==> src/rtl/adder_arbiter.sv <==
// adder_arbiter: round-robin arbiter/sequencer sharing one full_adder among
// N_REQ requesters. A request is accepted in IDLE, the add runs in EXEC, and
// the registered sum/carry is presented in RESP until resp_ready.
//
// Ports:
//   clk, rst       rising-edge clock, synchronous active-high reset
//   req_valid      per-requester pending flag
//   req_a, req_b   packed operands, requester k at [k*WIDTH +: WIDTH]
//   req_ready      one-hot (or zero) accept strobe, IDLE only
//   resp_valid     result available (RESP)
//   resp_id        one-hot owner of the current result
//   resp_sum       registered WIDTH-bit sum
//   resp_cout      registered carry out of the MSB
//   resp_ready     consumer accepts the result
//   busy           high in EXEC and RESP

module full_adder #(
    parameter int WIDTH = 32
) (
    input  logic [WIDTH-1:0] a,
    input  logic [WIDTH-1:0] b,
    output logic [WIDTH-1:0] sum,
    output logic             cout
);
    always_comb begin
        {cout, sum} = {1'b0, a} + {1'b0, b};
    end
endmodule

module adder_arbiter #(
    parameter int WIDTH = 32,
    parameter int N_REQ = 4
) (
    input  logic                   clk,
    input  logic                   rst,
    input  logic [N_REQ-1:0]       req_valid,
    input  logic [N_REQ*WIDTH-1:0] req_a,
    input  logic [N_REQ*WIDTH-1:0] req_b,
    output logic [N_REQ-1:0]       req_ready,
    output logic                   resp_valid,
    output logic [N_REQ-1:0]       resp_id,
    output logic [WIDTH-1:0]       resp_sum,
    output logic                   resp_cout,
    input  logic                   resp_ready,
    output logic                   busy
);
    localparam int PTR_W = (N_REQ > 1) ? $clog2(N_REQ) : 1;

    typedef enum logic [1:0] {IDLE, EXEC, RESP} state_t;

    state_t             state_q, state_d;
    logic [PTR_W-1:0]   ptr_q, ptr_d;
    logic [PTR_W-1:0]   gidx_q, gidx_d;
    logic [N_REQ-1:0]   grant_q, grant_d;
    logic [WIDTH-1:0]   op_a_q, op_a_d;
    logic [WIDTH-1:0]   op_b_q, op_b_d;
    logic [WIDTH-1:0]   resp_sum_q, resp_sum_d;
    logic               resp_cout_q, resp_cout_d;

    logic [WIDTH-1:0]   add_sum;
    logic               add_cout;

    logic               found;
    logic [PTR_W-1:0]   winner;
    logic [N_REQ-1:0]   winner_oh;
    int unsigned        cand;
    int unsigned        base;

    full_adder #(.WIDTH(WIDTH)) u_add (
        .a    (op_a_q),
        .b    (op_b_q),
        .sum  (add_sum),
        .cout (add_cout)
    );

    // Scan ptr, ptr+1, ... (mod N_REQ); first pending requester wins.
    always_comb begin
        found  = 1'b0;
        winner = '0;
        cand   = 0;
        for (int unsigned i = 0; i < N_REQ; i++) begin
            cand = 32'(ptr_q) + i;
            if (cand >= N_REQ) cand = cand - N_REQ;
            if (!found && req_valid[cand[PTR_W-1:0]]) begin
                found  = 1'b1;
                winner = cand[PTR_W-1:0];
            end
        end
        winner_oh = N_REQ'(1) << winner;
        base      = 32'(winner) * WIDTH;
    end

    always_comb begin
        state_d     = state_q;
        ptr_d       = ptr_q;
        gidx_d      = gidx_q;
        grant_d     = grant_q;
        op_a_d      = op_a_q;
        op_b_d      = op_b_q;
        resp_sum_d  = resp_sum_q;
        resp_cout_d = resp_cout_q;
        req_ready   = '0;

        case (state_q)
            IDLE: begin
                if (found) begin
                    req_ready = winner_oh;
                    grant_d   = winner_oh;
                    gidx_d    = winner;
                    op_a_d    = req_a[base +: WIDTH];
                    op_b_d    = req_b[base +: WIDTH];
                    state_d   = EXEC;
                end
            end
            EXEC: begin
                resp_sum_d  = add_sum;
                resp_cout_d = add_cout;
                state_d     = RESP;
            end
            RESP: begin
                if (resp_ready) begin
                    ptr_d   = (gidx_q == PTR_W'(N_REQ - 1)) ? '0 : gidx_q + 1'b1;
                    state_d = IDLE;
                end
            end
            default: state_d = IDLE;
        endcase

        // No accept strobe may escape while reset is held.
        if (rst) req_ready = '0;
    end

    always_ff @(posedge clk) begin
        if (rst) begin
            state_q     <= IDLE;
            ptr_q       <= '0;
            gidx_q      <= '0;
            grant_q     <= '0;
            op_a_q      <= '0;
            op_b_q      <= '0;
            resp_sum_q  <= '0;
            resp_cout_q <= 1'b0;
        end else begin
            state_q     <= state_d;
            ptr_q       <= ptr_d;
            gidx_q      <= gidx_d;
            grant_q     <= grant_d;
            op_a_q      <= op_a_d;
            op_b_q      <= op_b_d;
            resp_sum_q  <= resp_sum_d;
            resp_cout_q <= resp_cout_d;
        end
    end

    assign resp_valid = (state_q == RESP);
    assign resp_id    = resp_valid ? grant_q : '0;
    assign resp_sum   = resp_sum_q;
    assign resp_cout  = resp_cout_q;
    assign busy       = (state_q != IDLE);

endmodule

==> config.mk <==
export PLATFORM = sky130hd
export DESIGN_NAME = adder_arbiter
export DESIGN_NICKNAME = d
export VERILOG_FILES = /design/src/rtl/adder_arbiter.sv
export SDC_FILE = /design/constraint.sdc
export NUM_CORES = 1
export LEC_CHECK = 0
export ABC_AREA = 0
export BUFFER_PORTS_ARGS = -buffer_cell sky130_fd_sc_hd__buf_2
export CAP_MARGIN = 20
export CORE_ASPECT_RATIO = 0.75
export CORE_MARGIN = 1.5
export CORE_UTILIZATION = 52
export CTS_CLUSTER_DIAMETER = 30
export DETAILED_ROUTE_END_ITERATION = 10
export GPL_TIMING_DRIVEN = 0
export MAX_ROUTING_LAYER = met4
export PLACE_DENSITY = 0.93
export SLEW_MARGIN = 20
export SYNTH_ARGS = -nofsm -noshare
export SYNTH_HDL_FRONTEND = slang
export SYNTH_SLANG_ARGS = --single-unit
export TNS_END_PERCENT = 5
==> constraint.sdc <==
create_clock -name clk -period 5.05 [get_ports clk]
set_clock_uncertainty 0.15 [all_clocks]
set_input_delay 0.505 -clock clk [delete_from_list [all_inputs] [get_ports clk]]
set_output_delay 0.505 -clock clk [all_outputs]
set_load 0.01 [all_outputs]
==> impl_metrics.toml <==
[timing]
period_share = 0.610
min_period_ns = 3.08
fmax_ghz = 0.325
holdWs_ns = 0.276
slew_headroom = 0.430
slew_viol_final = 0
grt_setup_unrepaired = "no"
tightest_slew_ns = 0.852
fin_ws_ns = 1.97
setup_viol = 0
finalHoldViolCount = 0
fin_setup_tns_ns = 0

[setup_path]
cp_slowest_cell = "clkbuf_1"
worst_setup_path_end_kind = "primary output"
cp-start-kind = "register"
required_ns = 4.39
worstPathCellList = "or2_2 -> or2_2 -> nor2_1 -> clkbuf_1 -> nand2_1 -> nor2_1 -> buf_2"
cpPeakStageDelay_ns = 0.48
r2r_cells = 9
critPathBufInv = 2
critPathMaxFanout = 10
cp_data_arrival_time_ns = 2.43
cp_top_family = "simple AND/OR/NAND/NOR gates"
rrSetupSlack_ns = 2.00
criticalPathCategory = "register to primary output"
timing.rr.end = "resp_cout"
r2r-start = "op_b_q[0]"

[grt]
grt_antenna_before_repair = 0
gr-total-overflow = 0
globalRouteTotalUtil = 0.358
grt_pass1_wl_um = 36300
grt_max_degree = 20
grt_pass1_vias = 6841

[finish]
area_growth_pct = 29.8
drive_gt1_frac = 0.426
diodes = 0
fin_cells = 1159
fin_nets = 1280
fin_util = 0.689
fin_area_sq_mm = 0.00891

[power_and_ir_drop]
vdd_drop_max_uv = 189
switching_share = 0.342
power_density_mw_per_mm2 = 300
cellLeakagePower_nw = 4.10
p_comb_frac = 0.342
p_switching_mw = 0.913
seqPwrFrac = 0.379
p_total_mw = 2.67
clkPwrFrac = 0.279
internal_power_mw = 1.76

[synth]
synth_top_flop_cell = "dfxtp_1"
synth_seq_cells = 107
ys_seq_area_frac = 0.312
avgSynthCellArea_sq_um = 10.3
ys_top_cells_by_area = "dfxtp_1 31%, mux4_2 21%, a22o_1 8.3%"
synthTopCellsByCount = "107 x dfxtp_1, 65 x a22o_1, 64 x mux4_2"
yosysWarnings = 0
synth_most_common_cell = "dfxtp_1"
synth_largest_area_cell = "dfxtp_1"
async_flop_share = 0
synth_top_area_frac = 0.312
ys_types = 64
synth_cells = 668
syn_nets = 965
synth.cell_area_sq_mm = 0.00687
synth_edf_count = 0

[clock_network]
cts_resized = 0
hold_buffers = 0
cts.sinks = 107
insertion_delay_ns = 0.36
clock_path_buffers = 2
cts_tree = "done"
cts_htree_levels = 3
root_buffer = "clkbuf_16"
cts_inserted_buffers = 9
clk_pin_slew_ns = 0.08
post_cts.repair.setup_buffers = 0

[drt]
drcViolationCount = 0
firstDrtPassIters = 6
vias_per_cell = 6.26
antenna_left = 0
routedWlPerCell_um = 20.9
wl_um = 24200
drt_iter0_markers = 737
dr_total_vias = 7259

[place]
dpl.cell_count = 1143
pre_cts_slack_ns = 2.05
hpwl_um = 19900
place_congestion = 0.999
numPortBuffers = 304
placed_area_sq_mm = 0.00860

[min_path]
hold_path_depth = 3
hold_path_class = "input port to register"
worstHoldEndpoint = "ptr_q[1]"
hp-start = "resp_ready"

[floorplanning]
dieArea_sq_mm = 0.0139
die_w_um = 136
die_y_um = 103
core-area_sq_mm = 0.0129
ios = 306
rows = 36
initial_core_util = 0.531

[run]
cap_violations = 0

[outcome]
status = "finished clean"
placed cells by master (no fill, tap or decap), types with 7 or more instances in the layout:
cell type	instances
o21ai_0	30
xor2_1	9
nand4_1	8
clkbuf_1	26
o211ai_1	7
clkbuf_16	9
nand2_1	59
xnor2_1	9
buf_6	8
a21o_1	13
dfxtp_1	107
a21oi_1	58
nor3_1	7
a22o_1	65
buf_2	309
nor2_1	44
inv_1	14
ha_1	33
nand3_1	9
mux4_2	64
registers in the layout (all words and copies together) (netlist names):
signal,flops
ptr_q,2
state_q,2
gidx_q,2
op_b_q,32
resp_sum,32
op_a_q,32
resp_cout,1
grant_q,4
cells by family after synthesis:
group	after synthesis	synth area share
muxes	66	0.213
and+or+nand+nor	163	0.114
DFF	107	0.312
buffers and inverters	57	0.0441
xor gates and xnor gates	18	0.0230
AOI/OAI and AO/OA	223	0.232
adders and majority gates	34	0.0630
worst max-delay path by stage:
stage	startpoint	to	slack (ns)	depth (start not counted)
final	state_q[1]	req_ready[3]	1.97	7
after global routing	state_q[1]	req_ready[3]	1.85	7
after CTS	state_q[1]	req_ready[3]	2.01	7
after detailed placement	req_valid[2]	op_b_q[7]	2.05	9
after global placement	req_valid[2]	op_a_q[7]	2.07	9
after floorplan	op_a_q[0]	resp_sum[30]	2.61	9
power by group through the flow:
| stage | sequential [mW] | combinational, mW | clock, mW |
|---|---|---|---|
| 2_1_floorplan | 1.02 | 0.577 | 0 |
| 3_3_place_gp | 1.02 | 0.863 | 0 |
| 3_5_place_dp | 1.03 | 0.885 | 0 |
| 4_1_cts | 1.01 | 0.892 | 0.742 |
| 5_1_grt | 1.02 | 0.983 | 0.779 |
| 6_report | 1.01 | 0.913 | 0.745 |
worst reg2reg max path, delay by kind of cell, from the launching register on:
family	cells	cell delay, ns
AND/OR/NAND/NOR	2	0.54
adder cells (fa/ha/maj)	2	0.50
AO/OA/AOI/OAI	5	1.43
flip-flops	1	0.35
final cells by class:
cell class                      instances  area (sq um)
Multi-Input combinational cell        504          4420
Fill cell                             980          4020
Sequential cell                       107          2140
Timing Repair Buffer                  304          1520
Buffer                                 43           250
Clock buffer                            9           225
Tap cell                              171           214
Clock inverter                          7          83.8
Inverter                               14          52.6
layer usage:
metal / vias to the layer above / share of wire / wire, um / track usage
met1: 3466 / 0.41 / 9950 / 0.477
met2: 470 / 0.45 / 11000 / 0.544
li1: 3270 / - / - / -
met5: - / 0 / 0 / -
met3: 53 / 0.11 / 2680 / 0.0944
met4: 0 / 0.024 / 571 / 0.0976
Note: power is estimated with default switching activity, not from simulation.
